## config.mk

```make
export PLATFORM = sky130hd
export DESIGN_NAME = vedic_2x2
export DESIGN_NICKNAME = d
export VERILOG_FILES = /design/src/rtl/vedic_pkg.sv /design/src/rtl/half_adder.sv /design/src/rtl/vedic_2x2.sv
export SDC_FILE = /design/constraint.sdc
export NUM_CORES = 1
export LEC_CHECK = 0
export CELL_PAD_IN_SITES_DETAIL_PLACEMENT = 0
export CELL_PAD_IN_SITES_GLOBAL_PLACEMENT = 1
export CORE_AREA = 2 2 43 45
export DETAILED_ROUTE_END_ITERATION = 12
export DIE_AREA = 0 0 45 47
export PLACE_DENSITY_LB_ADDON = 0.1
export RECOVER_POWER = 50
export SYNTH_ARGS = -nofsm -noshare
export SYNTH_HDL_FRONTEND = slang
export SYNTH_HIERARCHICAL = 1
export SYNTH_SLANG_ARGS = --single-unit
export TNS_END_PERCENT = 50
```

## constraint.sdc

```tcl
create_clock -name clk -period 3.4 [get_ports clk]
set_input_delay 1.02 -clock clk [delete_from_list [all_inputs] [get_ports clk]]
set_output_delay 1.02 -clock clk [all_outputs]
set_load 0.1 [all_outputs]
```

## src/rtl/vedic_pkg.sv

```systemverilog
`default_nettype none
// ============================================================================
// Module   : vedic_pkg
// Brief    : Shared types and widths for the Vedic multiplier tree.
// Revision : 1.0 - initial release
// ============================================================================
package vedic_pkg;

    localparam int OPW  = 2;
    localparam int RESW = 4;

    typedef enum logic [1:0] {
        IDLE = 2'd0,
        PP   = 2'd1,
        SUM  = 2'd2,
        DONE = 2'd3
    } state_t;

endpackage
`default_nettype wire

```

## src/rtl/half_adder.sv

```systemverilog
`default_nettype none
// ============================================================================
// Module   : half_adder
// Brief    : Single-bit half adder cell shared across the Vedic stages.
// Revision : 1.0 - initial release
// ============================================================================
module half_adder (
    input  logic i_a,
    input  logic i_b,
    output logic o_sum,
    output logic o_carry
);

    assign o_sum   = i_a ^ i_b;
    assign o_carry = i_a & i_b;

endmodule
`default_nettype wire

```

## src/rtl/vedic_2x2.sv

```systemverilog
`default_nettype none
// ============================================================================
// Module   : vedic_2x2
// Brief    : Registered 2x2 unsigned Vedic multiplier (start/done handshake).
// Revision : 1.0 - initial release
// ============================================================================
module vedic_2x2
    import vedic_pkg::*;
(
    input  logic            clk,
    input  logic            rst,
    input  logic [OPW-1:0]  a,
    input  logic [OPW-1:0]  b,
    input  logic            start,
    output logic [RESW-1:0] result,
    output logic            done
);

    state_t          r_state;
    state_t          w_next;
    logic [OPW-1:0]  r_a;
    logic [OPW-1:0]  r_b;
    logic            r_p00;
    logic            r_p10;
    logic            r_p01;
    logic            r_p11;
    logic [RESW-1:0] r_result;
    logic            r_done;
    logic            w_accept;
    logic            w_s1;
    logic            w_c1;
    logic            w_s2;
    logic            w_c2;

    // Starts are only honoured when no product is in flight.
    assign w_accept = start && ((r_state == IDLE) || (r_state == DONE));

    always_ff @(posedge clk or posedge rst) begin
        if (rst) begin
            r_state <= IDLE;
        end else begin
            r_state <= w_next;
        end
    end

    always_comb begin
        w_next = r_state;
        case (r_state)
            IDLE:    if (w_accept) w_next = PP;
            PP:      w_next = SUM;
            SUM:     w_next = DONE;
            DONE:    if (w_accept) w_next = PP;
            default: w_next = IDLE;
        endcase
    end

    half_adder u_ha_lo (
        .i_a     (r_p10),
        .i_b     (r_p01),
        .o_sum   (w_s1),
        .o_carry (w_c1)
    );

    half_adder u_ha_hi (
        .i_a     (r_p11),
        .i_b     (w_c1),
        .o_sum   (w_s2),
        .o_carry (w_c2)
    );

    always_ff @(posedge clk or posedge rst) begin
        if (rst) begin
            r_a      <= '0;
            r_b      <= '0;
            r_p00    <= 1'b0;
            r_p10    <= 1'b0;
            r_p01    <= 1'b0;
            r_p11    <= 1'b0;
            r_result <= '0;
            r_done   <= 1'b0;
        end else begin
            if (w_accept) begin
                r_a    <= a;
                r_b    <= b;
                r_done <= 1'b0;
            end
            if (r_state == PP) begin
                r_p00 <= r_a[0] & r_b[0];
                r_p10 <= r_a[1] & r_b[0];
                r_p01 <= r_a[0] & r_b[1];
                r_p11 <= r_a[1] & r_b[1];
            end
            if (r_state == SUM) begin
                r_result <= {w_c2, w_s2, w_s1, r_p00};
                r_done   <= 1'b1;
            end
        end
    end

    assign result = r_result;
    assign done   = r_done;

endmodule
`default_nettype wire

```

# Yosys cells after proc, flatten, opt, wreduce, memory -nomap -nowiden
# Index checks and enable logic that the tools add are counted.
[classes]
div = 0
mul = 0
n_lt_le_gt_ge = 0
addsub = 0
bitwise = 8
reduce_logical = 5
muxes = 4
shift = 0
n_eq_ne = 4
[op_table]
columns = ["operator", "n"]
rows = [
  ["$and 1x1->1", 6],
  ["$pmux 2 s3", 1],
  ["$eq 2x2->1 const B", 2],
  ["$eq 2x1->1 const B", 1],
  ["$logic_not 2->1", 1],
  ["$mux 1", 2],
  ["$mux 2", 1],
  ["$ne 2x1->1 const B", 1],
  ["$reduce_bool 2->1", 1],
  ["$reduce_or 2->1", 1],
  ["$xor 1x1->1", 2],
  ["$logic_and 1x1->1", 1],
  ["$logic_or 1x1->1", 1],
]
[word_totals]
word_cells = 30
ram_bits = 0
input_bits = 7
regBits = 15
latch_bits = 0
memories = 0
output_inout_bits = 5
romBits = 0

# Longest topological paths before layout
# Gate-level depths: netlist of the first run.
[depth]
depth_word = 5
mapped_depth = 5
mapped_depth_nobuf = 4

# Cells and area by module
# Netlist of the first run, hierarchy kept.
[by_module_without_submodules]
columns = ["mod", "area_each_um2", "seq_area_each_um2", "cells_per_inst", "n_inst"]
rows = [
  ["vedic_2x2", 624.3, 375.4, 47, 1],
  ["half_adder", 12.5, 0.0, 1, 2],
]

# Least setup slack after synthesis of the first run
# OpenSTA, ideal clock, no wires.
[synth_timing]
path_kind = "register to output"
startpoint = "register r_done (netlist: done)"
endpoint = "output port done"
slack_ns = 1.482
arrival_ns = 0.898
t_required_ns = 2.380
stages_incl_launch_ff = 1
n_path_buf = 0
cell_sequence = "dfrtp_1"
[synth_lines]
columns = ["element", "line_no", "rtl"]
rows = [
  ["start: declaration", "vedic_2x2.sv:28", "logic r_done;"],
  ["start signal: assignment", "vedic_2x2.sv:80", "r_done <= 1'b0;"],
  ["start signal: assignment", "vedic_2x2.sv:85", "r_done <= 1'b0;"],
  ["start signal: assignment", "vedic_2x2.sv:95", "r_done <= 1'b1;"],
  ["end: declaration", "vedic_2x2.sv:16", "output logic done"],
]
# No word-level cell between the ends.

# Worst setup path after layout of the first run
[layout_timing]
startpoint = "register r_done (netlist: done)"
endpoint = "output port done"
# No word-level cell between the ends.

==> results of run 1 <==
## area by class of cell
type	instances	share of cell area, %
timing repair buffer	11	12.36
tap	17	2.694
clock buffer	4	3.328
sequential	15	47.54
inverter	7	3.328
multi-input combinational	26	30.74
## cell usage after synthesis (all sizes together)
master  instances  area share [%]
nand3           4             3.1
a21o            1             1.2
dfrtp          15              58
mux2            8              16
inv             7             4.0
mux2i           1             1.5
nand2b          1            0.96
ha              5             9.6
o21ai           5             3.9
clkbuf          1            0.77
nand2           1            0.96
## metrics by stage
stage	std cells	worst slack, ns
floorplan	49	1.482
CTS	80	1.436
detailed placement	76	1.307
finish	80	1.445
global placement	76	1.326
global route	80	1.403
## flip-flops by register name, summed over array words and instances (netlist names)
register	cells
done	1
r_p11	1
r_p00	1
r_state	2
result	4
r_a	2
r_p10	1
r_p01	1
r_b	2
## kinds of logic (layout without fill, tap and decap cells)
logic type                 after synthesis  count (layout)
DFF                                     15              15
and+or+nand+nor                          6               6
AOI/OAI and AO/OA                        6               6
muxes                                    9               9
adders and majority gates                5               5
buffers and inverters                    8              22
## per-layer routing
| metal | wire (um) | global-route usage [%] | up-vias |
|---|---|---|---|
| met5 | 0 | 0 | - |
| met4 | 11 | 5.294 | 0 |
| met3 | 56 | 3.462 | 2 |
| met2 | 409 | 16.57 | 14 |
| met1 | 404 | 13.32 | 174 |
| li1 | - | - | 190 |
## worst min-delay path by stage
stage	depth (start not counted)	startpoint	slack, ns	endpoint
2_1_floorplan	1	r_p00	0.48	result[0]
6_report	1	done	0.50	done
4_1_cts	1	done	0.50	done
5_1_grt	1	done	0.52	done
3_3_place_gp	1	done	0.48	done
3_5_place_dp	1	done	0.48	done
==> impl_results.md, run 1 <==
- Status: finished clean
- HPWL Detailed: 724.5 um
- DRT iter0 DRCs: 4
- Final nets: 76
- Routability congestion estimate: between 0.6 and 0.7
- Setup_tns: 0 ns
- Critical path startpoint category: register
- Post-Synth XOR/XNOR Area: 0%
- Worst endpoint required time: 2.38 ns
- Actual slew at the worst max-slew pin: 0.5423 ns
- CTS buffer count: 3
- RSZ-0062 raised after global routing: no
- Hold/Removal Path Class: reg2reg
- CP max FO: 2
- Worst reg2reg startpoint: r_state[0]
- Area growth from synthesis to layout: 21.58%
- Max-Cap Viols: 0
- Commonest non-fill, non-tap cells in the layout: dfrtp_1, inv_1, o21ai_0, ha_1, buf_4
- Compound-gate portion of the synthesized area: 5.010%
- Mapped Cells: 49
- FF+latch area: 375.4 um^2
- Seq cells post-synth: 15
- Die area: 2115 um^2
- CP top delay family: flip-flops
- Port Buffer Count: 11
- Post-route antenna net violation count: 0
- CTS resizes: 0
- Pins over their slew limit: 0
- DIE WIDTH: 45 um
- H-tree depth: 1
- Mux cell area share after synthesis: 17.73%
- Setup CP Type: reg2out
- Placed cell area: 763.2 um^2
- Fin util: between 40 and 50%
- Simple logic cell fraction of the synthesized area: 5.010%
- Std cell rows: 15
- Post-Route WL: 882 um
- I/O Pins: 12
- YS warnings: 6
- Max clock buf depth: 2
- Postcts setup bufs: 0
- Slew HR: between 60 and 70%
- Setup crit start: done
- GRT overflow: 0
- Netlist area before placement: 649.4 um^2
- Post-detailed-route wirelength per cell: 11.03 um
- Clk_skew: 0.003511 ns
- Clock sinks: 15
- Initial antenna violation count: 0
- Post-synthesis sequential area ratio: between 50% and 60%
- Worst Path Buf+Inv: 1
- Commonest non-fill, non-tap cell in the layout: dfrtp_1
- Cell Chain, Critical Path: buf_4
- Max Fclk: 0.5116 GHz
- GR Util All Layers: 10.62%
- R2R cell count: 4
- Clk Latency, worst-skew pair: about 0.28 ns
- Syn avg cell area: 13.25 um^2
- CP max-delay cell: dfrtp_1
- Share of cells above drive strength 1: a little over a quarter
- Fillers: 170
- First-pass GRT wire length: 1545 um
- TritonCTS clock tree: built
- Hold_buf cts: 0
- R2r endpoint: r_a[1]
- WP data arrival: 0.93 ns
- Hold_ws: 0.4962 ns
- Mapped Nets: 61
- Final setup fails: 0
- Synth Area in Adders: 9.634%
- Period utilization: approximately 57%
- Initial cell density of the core: 39.32%
- Largest family of logic cells by synthesized area: multiplexers
- Fin. Hold Viols: 0
- Vias: 380
- Worst-path clk slew: 0.08 ns
- Crit path to: done
- DR vias/cell: 4.750
- Tmin final: 1.955 ns
- Slowest cell delay on critical path: ~0.36 ns
- Reg2Reg Setup Slack: 2.04 ns
- Core Region: about 1700 um^2
- Largest net degree at the start of global routing: 16
- Crit path capture type: primary output
- Cell area after layout: 789.5 um^2
- Die Ht: ~47 um
- Clk root buf: clkbuf_4
- CP Depth: 1
- First drt pass iteration count: 4
- Ant. Diodes: 0
- Drt drc: 0
- Netlist cell types: 12
- Vias in the first global route: 357
- Multi-input logic area: 242.7 um^2
Power of run 1 is not shown: default switching activity piles up to over one toggle a cycle in this logic, so the estimate is an artifact.
==> inputs of run 2 (changes only) <==
- CORE_AREA: 2 2 43 45 -> 2 2 43 53
- DIE_AREA: 0 0 45 47 -> 0 0 45 55
- clock period: 3.4 -> 1.7 ns (I/O delays scaled with it)
==> run 2 against run 1 <==
Effect of this change:
- design area up 8.9%
- utilization shrank 4.4 points
- final cell count grew 5.0%
- register-to-register slack worse by 1.7 ns
- clock-buffer cell count unchanged
- sequential share of layout area down 3.9 points
- critical path depth did not move
- non-clock buffer count is 1 higher
- hold slack gained 0.015 ns
- setup slack worse by 1.1 ns
- global-route usage is 0.77 points lower
- die area is 17% higher
- critical path type unchanged
- critical endpoint unchanged
==> impl_results.md, run 2 (synthesis results as in run 1) <==
- Clock sinks: 15 (unchanged)
- Drt drc: 0 (unchanged)
- GR Util All Layers: 9.856% (-0.77 points)
- H-tree depth: 1 (unchanged)
- DP Worst Slack: 0.1173 ns (-1.190 ns)
- I/O Pins: 12 (unchanged)
- Largest net degree at the start of global routing: 16 (unchanged)
- Ant. Diodes: 0 (unchanged)
- CTS buffer count: 3 (unchanged)
- Post-Route WL: 930 um (+5.4%)
- Combinational share of power: 52.4%
- R2R cell count: 4 (unchanged)
- Core Region: 1982 um^2 (+20%)
- P per Cell Area: 2018 nW/um^2
- WP data arrival: 0.89 ns (-0.04 ns)
- Largest register FFs: 4 (unchanged)
- Setup CP Type: reg2out
- Pleak: 0.0004265 uW
- Vias: 382 (+0.53%)
- Clk root buf: clkbuf_4
- Actual slew at the worst max-slew pin: 0.7959 ns (+0.2536 ns)
- Die area: 2475 um^2 (+17%)
- Clk Latency, worst-skew pair: 0.28 ns (about the same)
- Worst Path Buf+Inv: 1 (unchanged)
- Cell area after layout: 859.6 um^2 (+8.9%)
- HPWL Detailed: 733.9 um (+1.3%)
- Max IR drop VDD: 0.8049 mV
- Worst reg2reg startpoint: r_state[0]
- Slew HR: 46.94% (-17 points)
- Fin. Hold Viols: 0 (unchanged)
- Hold_buf cts: 0 (unchanged)
- Final setup margin: 0.3024 ns (-1.143 ns)
- Std cell rows: 18 (+3)
- RSZ-0062 raised after global routing: no
- Slowest cell delay on critical path: 0.42 ns (+0.06 ns)
- Vias in the first global route: 415 (+16%)
- Critical path startpoint category: register
- TritonCTS clock tree: built
- Status: finished clean
- Max clock buf depth: 2 (unchanged)
- Post-route antenna net violation count: 0 (unchanged)
- Setup_tns: 0 ns (unchanged)
- Clk_skew: 0.002227 ns (-0.001284 ns)
- Commonest non-fill, non-tap cell in the layout: dfrtp_1
- Placed cell area: 837.1 um^2 (+9.7%)
- Internal: 996.1 uW
- First-pass GRT wire length: 1690 um (+9.4%)
- First drt pass iteration count: 2 (-2)
- CP max-delay cell: dfrtp_1
- Area growth from synthesis to layout: 32.37%
- Die Ht: 55 um (+17%)
- Routability congestion estimate: 0.6857 (-0.74%)
- DIE WIDTH: 45 um (unchanged)
- Period utilization: 82.21%
- Port Buffer Count: 11 (unchanged)
- Crit path capture type: primary output
- Seq pwr share: 36.0%
- Commonest non-fill, non-tap cells in the layout: dfrtp_1, inv_1, clkdlybuf4s50_1
- Share of cells above drive strength 1: 26.56% (-0.42 points)
- Max-Cap Viols: 0 (unchanged)
- CP top delay family: flip-flops
- Hold Crit Depth: 1 (unchanged)
- Pins over their slew limit: 0 (unchanged)
- Worst endpoint required time: 1.19 ns (-1.19 ns)
- Initial cell density of the core: 32.77% (-6.6 points)
- Final setup fails: 0 (unchanged)
- Max Fclk: ~0.7 GHz
- Final nets: 77 (+1.3%)
- Switching share of total power: 42.57%
- CP max FO: 2 (unchanged)
- Tmin final: 1.398 ns
- DRT iter0 DRCs: 8 (+4)
- R2r endpoint: r_b[0]
- Reg2Reg Setup Slack: 0.37 ns (-1.67 ns)
- Fillers: 201 (+18%)
- Clock power share: 11.6%
- Hold path startpoint: r_p00
- CTS resizes: 0 (unchanged)
- Hold path endpoint: result[0]
- Worst-path clk slew: 0.09 ns (about the same)
- Hold/Removal Path Class: reg2reg
- Post-detailed-route wirelength per cell: 11.07 um (+0.42%)
- GRT overflow: 0 (unchanged)
- Cell Chain, Critical Path: buf_12
- Postcts setup bufs: 0 (unchanged)
- Initial antenna violation count: 0 (unchanged)
- Psw: 738.5 uW
- DR vias/cell: 4.548 (-4.3%)
[run 2: area by class of cell]
class	count	area [um^2]	share of cell area, %
Clock buffer	4	26.28	3.057
Inverter	7	26.28	3.057
Multi-Input combinational cell	26	242.7	28.24
Sequential cell	15	375.4	43.67
Tap cell	20	25.02	2.911
Timing Repair Buffer	12	163.9	19.07
[run 2: metal layers]
| layer | GRT usage, % | share of wire, % |
|---|---|---|
| met2 | 16.19 | 50 |
| met1 | 11.25 | 45 |
| met3 | 1.948 | 4.5 |
| met5 | 0 | 0 |
| met4 | 7.353 | 0.65 |
[run 2: power groups by stage]
stage          clock network (uW)  logic (uW)  registers (uW)
2_1_floorplan                   0         351             899
6_report                      202         909             624
3_3_place_gp                    0         916             632
4_1_cts                       213         923             626
5_1_grt                       220         967             650
3_5_place_dp                    0         920             634
[run 2: worst max-delay path by stage]
stage / from / depth (start not counted) / slack (ns) / to
2_1_floorplan: done / 0 / 0.29 / done
3_3_place_gp: start / 3 / 0.14 / r_a[1]
3_5_place_dp: start / 3 / 0.12 / r_b[0]
4_1_cts: done / 1 / 0.29 / done
5_1_grt: rst / 3 / 0.26 / r_p01
6_report: done / 1 / 0.30 / done
[run 2: stage by stage]
step	hold slack (ns)	utilization (%)	std cells	power (uW)
2_1_floorplan	0.4115	-	49	1250
3_3_place_gp	0.4882	42.23	80	1548
3_5_place_dp	0.4923	42.23	80	1554
4_1_cts	0.5168	43.56	84	1762
5_1_grt	0.5352	43.37	84	1837
6_report	0.5114	43.37	84	1735
(Power assumes the default switching activity.)
